$ cat config.mk
export PLATFORM = sky130hd
export DESIGN_NAME = array_check_arbiter
export DESIGN_NICKNAME = d
export VERILOG_FILES = /design/src/rtl/array_check_arbiter.sv
export SDC_FILE = /design/constraint.sdc
export NUM_CORES = 1
export LEC_CHECK = 0
export ABC_AREA = 0
export CAP_MARGIN = 20
export CELL_PAD_IN_SITES_DETAIL_PLACEMENT = 1
export CELL_PAD_IN_SITES_GLOBAL_PLACEMENT = 2
export CORE_MARGIN = 3
export CORE_UTILIZATION = 21
export CTS_BUF_LIST = sky130_fd_sc_hd__clkbuf_2 sky130_fd_sc_hd__clkbuf_4 sky130_fd_sc_hd__clkbuf_8
export DETAILED_ROUTE_END_ITERATION = 10
export PLACE_DENSITY_LB_ADDON = 0.05
export SYNTH_ARGS = -nofsm -noshare
export SYNTH_HDL_FRONTEND = slang
export SYNTH_SLANG_ARGS = --single-unit
$ cat constraint.sdc
create_clock -name clock -period 2.48 [get_ports clock]
set_clock_uncertainty 0.1 [all_clocks]
set_input_delay 0.248 -clock clock [delete_from_list [all_inputs] [get_ports clock]]
set_output_delay 0.248 -clock clock [all_outputs]
set_load 0.02 [all_outputs]
$ cat src/rtl/array_check_arbiter.sv
`default_nettype none
// ============================================================================
// Module      : array_check_arbiter
// Description : Round-robin scheduler sharing one array-sort-check engine
//               among N_REQ requesters, with an ARM/RUN watchdog.
// Revision    : 1.0
// ============================================================================
module array_check_arbiter #(
    parameter int N_REQ   = 4,
    parameter int ADDR_W  = 32,
    parameter int LEN_W   = 32,
    parameter int TIMEOUT = 1024
) (
    input  logic                    clock,
    input  logic                    reset,
    input  logic [N_REQ-1:0]        req,
    input  logic [N_REQ*ADDR_W-1:0] req_base,
    input  logic [N_REQ*LEN_W-1:0]  req_len,
    output logic [N_REQ-1:0]        grant,
    output logic [N_REQ-1:0]        resp_valid,
    output logic                    resp_sorted,
    output logic                    resp_timeout,
    output logic                    busy,
    output logic                    eng_go,
    output logic [ADDR_W-1:0]       eng_base,
    output logic [LEN_W-1:0]        eng_len,
    input  logic                    eng_done,
    input  logic                    eng_sorted
);

    localparam int c_idx_w = $clog2(N_REQ);
    localparam int c_cnt_w = (TIMEOUT > 0) ? $clog2(TIMEOUT + 1) : 1;
    localparam logic [c_cnt_w-1:0] c_tmo_last = (TIMEOUT > 0) ? c_cnt_w'(TIMEOUT - 1) : '0;

    typedef enum logic [2:0] {
        ST_IDLE  = 3'd0,
        ST_ISSUE = 3'd1,
        ST_ARM   = 3'd2,
        ST_RUN   = 3'd3,
        ST_RESP  = 3'd4
    } state_t;

    state_t              r_state_q,   w_state_d;
    logic [c_idx_w-1:0]  r_last_q,    w_last_d;
    logic [c_idx_w-1:0]  r_winner_q,  w_winner_d;
    logic [ADDR_W-1:0]   r_base_q,    w_base_d;
    logic [LEN_W-1:0]    r_len_q,     w_len_d;
    logic [c_cnt_w-1:0]  r_cnt_q,     w_cnt_d;
    logic                r_sorted_q,  w_sorted_d;
    logic                r_timeout_q, w_timeout_d;

    logic [c_idx_w-1:0]  w_scan_idx;
    logic [c_idx_w-1:0]  w_pick;
    logic                w_found;
    logic [ADDR_W-1:0]   w_pick_base;
    logic [LEN_W-1:0]    w_pick_len;
    logic [c_cnt_w-1:0]  w_cnt_inc;
    logic                w_wdog;
    logic [N_REQ-1:0]    w_onehot;

    // Scan starts just after the last winner so a persistent requester goes to the back.
    always_comb begin
        w_scan_idx  = '0;
        w_pick      = r_last_q;
        w_found     = 1'b0;
        w_pick_base = '0;
        w_pick_len  = '0;
        for (int i = 1; i <= N_REQ; i++) begin
            w_scan_idx = c_idx_w'((int'(r_last_q) + i) % N_REQ);
            if (!w_found && req[w_scan_idx]) begin
                w_found = 1'b1;
                w_pick  = w_scan_idx;
            end
        end
        for (int i = 0; i < N_REQ; i++) begin
            if (w_pick == c_idx_w'(i)) begin
                w_pick_base = req_base[i*ADDR_W +: ADDR_W];
                w_pick_len  = req_len[i*LEN_W +: LEN_W];
            end
        end
    end

    assign w_cnt_inc = (r_cnt_q == '1) ? r_cnt_q : r_cnt_q + c_cnt_w'(1);
    assign w_wdog    = (TIMEOUT > 0) && (r_cnt_q >= c_tmo_last);

    always_comb begin
        w_state_d   = r_state_q;
        w_last_d    = r_last_q;
        w_winner_d  = r_winner_q;
        w_base_d    = r_base_q;
        w_len_d     = r_len_q;
        w_cnt_d     = r_cnt_q;
        w_sorted_d  = r_sorted_q;
        w_timeout_d = r_timeout_q;
        case (r_state_q)
            ST_IDLE: begin
                if (w_found) begin
                    w_winner_d = w_pick;
                    w_last_d   = w_pick;
                    w_base_d   = w_pick_base;
                    w_len_d    = w_pick_len;
                    w_state_d  = ST_ISSUE;
                end
            end
            ST_ISSUE: begin
                w_cnt_d   = '0;
                w_state_d = ST_ARM;
            end
            // A done still high from the previous job must fall before the result counts.
            ST_ARM: begin
                w_cnt_d = w_cnt_inc;
                if (!eng_done) begin
                    w_state_d = ST_RUN;
                end else if (w_wdog) begin
                    w_sorted_d  = 1'b0;
                    w_timeout_d = 1'b1;
                    w_state_d   = ST_RESP;
                end
            end
            ST_RUN: begin
                w_cnt_d = w_cnt_inc;
                if (eng_done) begin
                    w_sorted_d  = eng_sorted;
                    w_timeout_d = 1'b0;
                    w_state_d   = ST_RESP;
                end else if (w_wdog) begin
                    w_sorted_d  = 1'b0;
                    w_timeout_d = 1'b1;
                    w_state_d   = ST_RESP;
                end
            end
            ST_RESP:  w_state_d = ST_IDLE;
            default:  w_state_d = ST_IDLE;
        endcase
    end

    always_ff @(posedge clock) begin
        if (!reset) begin
            r_state_q   <= ST_IDLE;
            r_last_q    <= c_idx_w'(N_REQ - 1);
            r_winner_q  <= '0;
            r_base_q    <= '0;
            r_len_q     <= '0;
            r_cnt_q     <= '0;
            r_sorted_q  <= 1'b0;
            r_timeout_q <= 1'b0;
        end else begin
            r_state_q   <= w_state_d;
            r_last_q    <= w_last_d;
            r_winner_q  <= w_winner_d;
            r_base_q    <= w_base_d;
            r_len_q     <= w_len_d;
            r_cnt_q     <= w_cnt_d;
            r_sorted_q  <= w_sorted_d;
            r_timeout_q <= w_timeout_d;
        end
    end

    assign w_onehot     = {{(N_REQ-1){1'b0}}, 1'b1} << r_winner_q;
    assign busy         = (r_state_q != ST_IDLE);
    assign grant        = busy ? w_onehot : '0;
    assign eng_go       = (r_state_q == ST_ISSUE);
    assign resp_valid   = (r_state_q == ST_RESP) ? w_onehot : '0;
    assign resp_sorted  = (r_state_q == ST_RESP) && r_sorted_q;
    assign resp_timeout = (r_state_q == ST_RESP) && r_timeout_q;
    assign eng_base     = r_base_q;
    assign eng_len      = r_len_q;

endmodule
`default_nettype wire

==> run_results.csv, run 1 <==
group,metric,value,unit
run,maxCapViolCount,0,
clock_tree,clk_path_buf_depth,2,
die,die_x,168,um
layout,nFillCells,2875,
detailed_routing,wl_per_cell,20.4,um
hold_path,holdPathEnd,"eng_base[2]",
sta,slew_headroom,0.617,
clock_tree,cts_resized,1,
clock_tree,hold_buffers,0,
worst_setup_path,cp.required,2.63,ns
worst_setup_path,reg2reg_from,"r_last_q[1]",
synthesis,yosys.area.top_type,"dfxtp_1",
layout,seqCellArea,1680,um^2
synthesis,netlist_top_cells_count,"nand3_1 (131), dfxtp_1 (84), mux2i_1 (66), a221o_1 (59), mux2_1 (55)",
outcome,outcome,"finished clean",
die,core_area,25400,um^2
sta,drv_slew,0,
global_routing,grt_max_degree,73,
power_and_ir_drop,cellLeakagePower,0.00358,uW
sta,tightest_slew,0.575,ns
layout,drive_gt1_frac,0.0840,
synthesis,synth_top_area_share,0.307,
synthesis,dominantRegCellSynth,"dfxtp_1",
global_routing,grt_pass1_vias,6719,
clock_tree,cts_tree,"built",
synthesis,synth-adder-area-share,0.00228,
place,globalplace.congestion,0.826,
synthesis,avgSynthCellArea,9.22,um^2
synthesis,synth_cells,594,
clock_tree,cts_made_buffers,9,
worst_setup_path,critPathCaptureType,"flip-flop",
worst_setup_path,reg2reg_to,"eng_base[6]",
hold_path,min_from,"eng_base[2]",
synthesis,seq_area_frac_synth,0.307,
detailed_routing,drtIter0Drc,210,
worst_setup_path,worstPathMaxFanout,24,
place,post-place-cells,1243,
sta,setup_viol,0,
sta,fmax,439,MHz
clock_tree,cts-root-buf,"clkbuf_8",
detailed_routing,drc,0,
die,rows,58,
worst_setup_path,cp.arrival,2.43,ns
layout,syn_to_final_growth,74.3,%
sta,rsz0062_at_grt,"false",
detailed_routing,drt.antenna.violating_nets,0,
detailed_routing,drt_first_pass_iters,4,
worst_setup_path,cp-start-kind,"flip-flop",
synthesis,syn_nets,859,
sta,period_share,0.919,
synthesis,muxShareOfSynthArea,0.252,
synthesis,synth.distinct_cells,50,
clock_tree,post_cts_buffers,0,
global_routing,grt_use_total,0.176,
synthesis,synth_xor_area_frac,0.00640,
synthesis,synth.most_common_cell,"nand3_1",
place,io_buffer_count,339,
synthesis,syn-cell-area,5480,um^2
synthesis,synth_edf_count,0,
sta,min_period,2.28,ns
clock_tree,clkTransAtPathRegs,0.10,ns
layout,multi_input_area,3420,um^2
synthesis,synth-simple-area-share,0.196,
layout,fin_cells,1261,
sta,holdWs,0.395,ns
power_and_ir_drop,cellPowerDensity,619,nW/um^2
global_routing,grt_pass1_wl,39.0,mm
die,die_area,28100,um^2
die,start_util,0.216,
clock_tree,clk_latency,0.37,ns
clock_tree,h-tree-depth,3,
global_routing,grt-ovfl-total,0,
worst_setup_path,ff2ff_setup_slack,0.20,ns
synthesis,synth.area.top_cells,"dfxtp_1 (31%), mux2i_1 (12%), nand3_1 (12%)",
die,pin_count,340,
hold_path,hold_class,"flip-flop to flip-flop",
hold_path,hold_depth,1,
detailed_routing,dr_total_vias,6153,
power_and_ir_drop,ir_drop,0.262,mV
synthesis,synth_async_sr_flop_share,0,
synthesis,synth_compound_area_frac,0.163,
synthesis,synth_top_family_by_area,"multiplexers",
global_routing,antenna_found_initial,3,
layout,nets,1189,
clock_tree,clkSinkCount,84,
die,die_h,168,um
worst_setup_path,reg2reg_depth,7,
worst_setup_path,path_class,"flip-flop to flip-flop",
sta,final-hold-violation-count,0,
detailed_routing,avgViaCountPerCell,4.88,
place,dp_hpwl,20.1,mm
synthesis,yosys_warnings,0,
detailed_routing,routed_wl,25.8,mm
synthesis,ys_seq_elements,84,
==> cell usage in the layout, fill, tap and decap left out, types with 7 or more instances in the layout <==
cell type          n
nand3_1          131
nor2_1            19
o21ai_0            9
mux2_2             9
nand2b_1           7
a221o_1           59
buf_12            11
dfxtp_1           83
clkdlybuf4s50_1  339
mux2i_1           66
a21oi_1           12
mux2_1            55
o211ai_1           9
clkbuf_8           9
buf_4             30
nand2_1           20
==> routing by layer <==
metal | up-vias | wire, um | GRT usage
met5 | - | 9 | 0
met4 | 2 | 509 | 0.0530
met3 | 28 | 2200 | 0.0637
met2 | 217 | 13100 | 0.318
met1 | 2970 | 9920 | 0.194
li1 | 2936 | - | -
==> state kept, by name, summed over array words and instances (netlist names) <==
name	count
eng_base	32
eng_len	32
r_cnt_q	11
r_state_q	3
r_last_q	2
r_winner_q	2
r_sorted_q	1
r_timeout_q	1
==> kinds of logic (layout without fill, tap and decap cells) <==
| family | after synthesis | in the layout |
|---|---|---|
| AND/OR/NAND/NOR | 206 | 206 |
| multiplexers | 130 | 130 |
| AO/OA/AOI/OAI | 104 | 104 |
| flip-flops | 84 | 84 |
| buffers and inverters | 65 | 400 |
| XOR/XNOR | 4 | 4 |
| adder cells (fa/ha/maj) | 1 | 1 |
| other | 0 | 2 |
==> critical path: stages (launching register included) <==
cell      delay [ns]
dfxtp_1         0.38
mux2i_1         0.21
nor2_1          0.09
a311oi_4        0.33
buf_12          0.20
buf_12          0.20
mux2_1          0.35
a221o_1         0.29
==> area by class of cell <==
class,instances,share of cell area
Multi-Input combinational cell,445,0.358
Antenna cell,2,0.000524
Timing Repair Buffer,380,0.402
Inverter,4,0.00157
Sequential cell,84,0.176
Clock inverter,4,0.00275
Tap cell,330,0.0432
Clock buffer,12,0.0153
==> worst max-delay path by stage <==
stage	startpoint	end
2_1_floorplan	r_last_q[1]	eng_len[15]
3_3_place_gp	req[3]	eng_base[14]
3_5_place_dp	req[3]	eng_base[3]
4_1_cts	r_state_q[1]	resp_timeout
5_1_grt	r_state_q[1]	resp_valid[0]
6_report	r_last_q[1]	eng_base[6]
==> report_power, final <==
part	switching, uW	leakage [uW]	internal (uW)
clock	559	0.0000906	398
combinational	1500	0.00280	1600
sequential	208	0.000691	1640
==> metrics by stage <==
stage               setup TNS (ns)  area (um^2)  total power [uW]   util  worst slack, ns
detailed placement           -2.89         9370              5020  0.369          -0.0928
floorplan                        0         5480              3500      -            0.269
CTS                              0         9550              6030  0.376            0.153
global placement             -1.55         9370              4960  0.369          -0.0452
finish                           0         9550              5910  0.376            0.200
global route                     0         9550              6300  0.376           0.0200
(Power assumes the default switching activity.)
==> run 2, diff against run 1 <==
- PLACE_DENSITY_LB_ADDON: 0.05 -> 0.1
==> run_results.csv, run 2 (synthesis results as in run 1) <==
group,metric,value,unit
outcome,outcome,"finished clean",
detailed_routing,drc,0,
power_and_ir_drop,ir_drop,0.292,mV
global_routing,grt-ovfl-total,0,
global_routing,grt_pass1_vias,6952,
die,pin_count,340,
global_routing,grt_pass1_wl,39.4,mm
die,die_h,168,um
power_and_ir_drop,power.total,6100,uW
die,rows,58,
worst_setup_path,critPathCaptureType,"flip-flop",
layout,syn_to_final_growth,76.3,%
sta,setup_viol,0,
detailed_routing,routed_wl,25.8,mm
clock_tree,cts-root-buf,"clkbuf_8",
detailed_routing,drtIter0Drc,217,
layout,stdcell_area,9660,um^2
run,maxCapViolCount,0,
clock_tree,cts_resized,1,
power_and_ir_drop,cellPowerDensity,631,nW/um^2
sta,final-hold-violation-count,0,
sta,slew_headroom,0.669,
clock_tree,post_cts_buffers,0,
sta,rsz0062_at_grt,"false",
clock_tree,hold_buffers,0,
place,dp_hpwl,20.1,mm
detailed_routing,avgViaCountPerCell,4.91,
die,die_x,168,um
die,core_area,25400,um^2
place,dpl_cell_area,9450,um^2
clock_tree,h-tree-depth,3,
place,io_buffer_count,339,
clock_tree,clkSinkCount,84,
global_routing,antenna_found_initial,4,
layout,fin_util,0.380,
place,globalplace.congestion,0.831,
die,die_area,28100,um^2
global_routing,grt_max_degree,48,
layout,fin_cells,1267,
worst_setup_path,cp.required,2.64,ns
clock_tree,clkTransAtPathRegs,0.11,ns
hold_path,hold_class,"flip-flop to flip-flop",
global_routing,grt_use_total,0.177,
clock_tree,cts_tree,"built",
worst_setup_path,worstPathMaxFanout,24,
worst_setup_path,cp-start-kind,"flip-flop",
sta,tightest_slew,0.497,ns
detailed_routing,wl_per_cell,20.4,um
worst_setup_path,cp.arrival,2.47,ns
detailed_routing,drt.antenna.violating_nets,0,
layout,final_cell_mix,"clkdlybuf4s50_1 (339), nand3_1 (131), dfxtp_1 (83), mux2i_1 (66), a221o_1 (59)",
power_and_ir_drop,cellLeakagePower,0.00363,uW
sta,drv_slew,0,
sta,period_share,0.933,
sta,fmax,432,MHz
sta,min_period,2.31,ns
layout,drive_gt1_frac,0.0898,
clock_tree,cts_made_buffers,9,
layout,final_common_cell,"clkdlybuf4s50_1",
place,post-place-cells,1249,
sta,finalSetupTns,0,ns
layout,nets,1195,
clock_tree,clk_latency,0.38,ns
detailed_routing,dr_total_vias,6225,
die,start_util,0.216,
clock_tree,clk_path_buf_depth,2,
detailed_routing,drt_first_pass_iters,4,
worst_setup_path,path_class,"flip-flop to flip-flop",
-- run 2: cell count changes in the layout (fill, tap and decap cells not counted) --
cell and delta:
inv_6 +3, clkbuf_4 -3, bufinv_16 +1, buf_4 +3, clkinv_4 -1, buf_12 +3
-- run 2: critical path: stages (launching register included) --
cell and delay (ns):
dfxtp_1 0.39, mux2i_1 0.20, nor2_1 0.08, a311oi_4 0.35, buf_4 0.21, buf_12 0.18, mux2_2 0.36, a221o_1 0.30
-- run 2: through the flow --
step / setup WS [ns] / hold WS, ns
2_1_floorplan: 0.269 / 0.301
3_3_place_gp: -0.0262 / 0.369
3_5_place_dp: -0.0878 / 0.375
4_1_cts: 0.120 / 0.402
5_1_grt: 0.0222 / 0.423
6_report: 0.166 / 0.394
-- run 2: routing by layer --
metal	global-route usage	routed length, um	share of wire
met1	0.196	10200	0.40
met2	0.321	13000	0.50
met3	0.0538	1940	0.075
met4	0.0630	646	0.025
met5	0	25	0.00097
-- run 2: path summary, 6_finish.rpt --
| path | start | slack [ns] | to | cells past startpoint |
|---|---|---|---|---|
| max | r_last_q[1] | 0.17 | eng_base[0] | 7 |
| min | eng_base[6] | 0.39 | eng_base[6] | 1 |
| max reg2reg | r_last_q[1] | 0.17 | eng_base[0] | 7 |
| min reg2reg | eng_base[6] | 0.39 | eng_base[6] | 1 |
-- run 2: power by group --
group | leakage [uW] | internal (uW) | total, uW | switching (uW)
Combinational | 0.00284 | 1650 | 3180 | 1530
Clock | 0.000100 | 474 | 1080 | 605
Sequential | 0.000691 | 1640 | 1840 | 206
-- run 2: layout make-up --
cell class,instances,area [um^2]
tap,330,413
fill,2874,15700
inverter,4,15.0
clock buffer,9,124
clock inverter,7,73.8
sequential,84,1680
multi-input combinational,445,3420
antenna,2,5.00
timing repair buffer,386,3920
==> run 3, diff against run 2 <==
--- a/config.mk
+++ b/config.mk
@@ -15,4 +15,6 @@
 export DETAILED_ROUTE_END_ITERATION = 10
 export PLACE_DENSITY_LB_ADDON = 0.1
+export REMOVE_ABC_BUFFERS = 1
+export SKIP_CTS_REPAIR_TIMING = 1
 export SYNTH_ARGS = -nofsm -noshare
 export SYNTH_HDL_FRONTEND = slang
==> constraint.sdc (replaced) <==
create_clock -name clock -period 2.48 [get_ports clock]
set_clock_uncertainty 0.1 [all_clocks]
set_input_delay 0.62 -clock clock [delete_from_list [all_inputs] [get_ports clock]]
set_output_delay 0.62 -clock clock [all_outputs]
set_load 0.02 [all_outputs]
==> run_results.csv, run 3 (synthesis results as in run 1) <==
group,metric,value,unit
outcome,outcome,"finished clean",
layout,stdcell_area,9910,um^2
detailed_routing,drt.antenna.violating_nets,0,
sta,drv_slew,0,
place,dp_hpwl,20.9,mm
place,dpl_cell_area,9460,um^2
global_routing,grt_use_total,0.185,
sta,period_share,0.966,
power_and_ir_drop,power.total,6360,uW
sta,final-hold-violation-count,0,
hold_path,hold_class,"flip-flop to flip-flop",
detailed_routing,drc,0,
detailed_routing,drt_first_pass_iters,4,
place,io_buffer_count,339,
clock_tree,clk_path_buf_depth,2,
worst_setup_path,path_class,"input pin to flip-flop",
die,die_area,28100,um^2
clock_tree,clkSinkCount,84,
die,start_util,0.216,
worst_setup_path,crit_chain,"dlymetal6s2s_1 > buf_4 > nand2b_1 > a21oi_1 > a311oi_4 > buf_6 > buf_12 > buf_12 > buf_4 > mux2_2 > a221o_1",
detailed_routing,wl_per_cell,21.3,um
worst_setup_path,cp.arrival,2.57,ns
die,core_area,25400,um^2
die,pin_count,340,
layout,nets,1217,
detailed_routing,drtIter0Drc,192,
sta,min_period,2.40,ns
die,die_x,168,um
place,globalplace.congestion,0.790,
worst_setup_path,cp-start-kind,"input pin",
global_routing,antenna_found_initial,6,
global_routing,grt-ovfl-total,0,
sta,slew_headroom,0.607,
detailed_routing,avgViaCountPerCell,4.83,
detailed_routing,dr_total_vias,6241,
clock_tree,h-tree-depth,3,
clock_tree,clk_latency,0.38,ns
worst_setup_path,cp_top_family,"buffers and inverters",
clock_tree,clkTransAtPathRegs,0.11,ns
layout,syn_to_final_growth,80.9,%
place,post-place-cells,1257,
worst_setup_path,slowest_delay,0.34,ns
worst_setup_path,slowest_stage,"mux2_2",
global_routing,grt_pass1_wl,41.0,mm
power_and_ir_drop,cellLeakagePower,0.00400,uW
run,maxCapViolCount,0,
global_routing,grt_pass1_vias,6987,
worst_setup_path,critPathCaptureType,"flip-flop",
layout,final_common_cell,"clkdlybuf4s50_1",
sta,fmax,417,MHz
die,die_h,168,um
layout,final_cell_mix,"clkdlybuf4s50_1 (323), nand3_1 (131), dfxtp_1 (83), mux2i_1 (66), a221o_1 (59)",
power_and_ir_drop,ir_drop,0.187,mV
detailed_routing,routed_wl,27.5,mm
power_and_ir_drop,cellPowerDensity,641,nW/um^2
clock_tree,cts_made_buffers,9,
sta,setup_viol,0,
worst_setup_path,worstPathMaxFanout,6,
worst_setup_path,cp.required,2.66,ns
die,rows,58,
clock_tree,cts-root-buf,"clkbuf_8",
sta,tightest_slew,0.589,ns
clock_tree,cts_tree,"built",
worst_setup_path,cp_num_buf_inv,6,
layout,fin_cells,1292,
global_routing,grt_max_degree,64,
layout,drive_gt1_frac,0.111,
run 3: changes by cell type in the layout (fill, tap and decap cells not counted), moves of 2 or more:
cell             previous run  this run
clkbuf_16                   0         2
buf_4                      33        50
buf_6                       0         6
clkdlybuf4s50_1           339       323
buf_12                     14        10
diode_2                     2         5
dlymetal6s2s_1              0        16
run 3: through the flow:
step / TNS, ns / hold WS (ns) / setup WS (ns) / util
floorplan: -394.91 / 0.343 / -6.16 / -
global placement: -28.80 / 0.359 / -0.516 / 0.373
detailed placement: -32.36 / 0.375 / -0.604 / 0.373
CTS: -6.31 / 0.397 / -0.204 / 0.381
global route: -0.0431 / 0.413 / -0.0150 / 0.390
finish: 0 / 0.393 / 0.0833 / 0.390
run 3: layout make-up:
| type | instances | area (um^2) |
|---|---|---|
| Timing Repair Buffer | 408 | 4140 |
| Multi-Input combinational cell | 445 | 3420 |
| Tap cell | 330 | 413 |
| Sequential cell | 84 | 1680 |
| Inverter | 4 | 15.0 |
| Clock inverter | 7 | 98.8 |
| Antenna cell | 5 | 12.5 |
| Fill cell | 2898 | 15500 |
| Clock buffer | 9 | 124 |
run 3: worst paths after layout:
kind	startpoint	end	slack, ns	cells past startpoint
hold reg to reg	eng_base[24]	eng_base[24]	0.39	2
setup reg to reg	r_last_q[1]	eng_base[2]	0.09	10
setup / recovery	req[3]	eng_base[2]	0.08	11
hold / removal	eng_base[24]	eng_base[24]	0.39	2
run 3: routing by layer:
| metal | wire length [um] | track usage | vias to the layer above |
|---|---|---|---|
| met3 | 1940 | 0.0600 | 22 |
| met5 | 21 | 0 | - |
| met1 | 10900 | 0.208 | 3038 |
| li1 | - | - | 2992 |
| met2 | 14200 | 0.335 | 185 |
| met4 | 425 | 0.0502 | 4 |
run 3: report_power, final:
group	internal, uW	total [uW]	switching (uW)	leakage [uW]
logic	1730	3340	1600	0.00320
clock network	576	1200	621	0.000110
registers	1640	1820	186	0.000691
run 3: worst min-delay path: cells and delay by family, from the launching register on:
kind,cells,cell delay (ns)
flip-flops,1,0.33
AO/OA/AOI/OAI,1,0.07
AND/OR/NAND/NOR,1,0.05
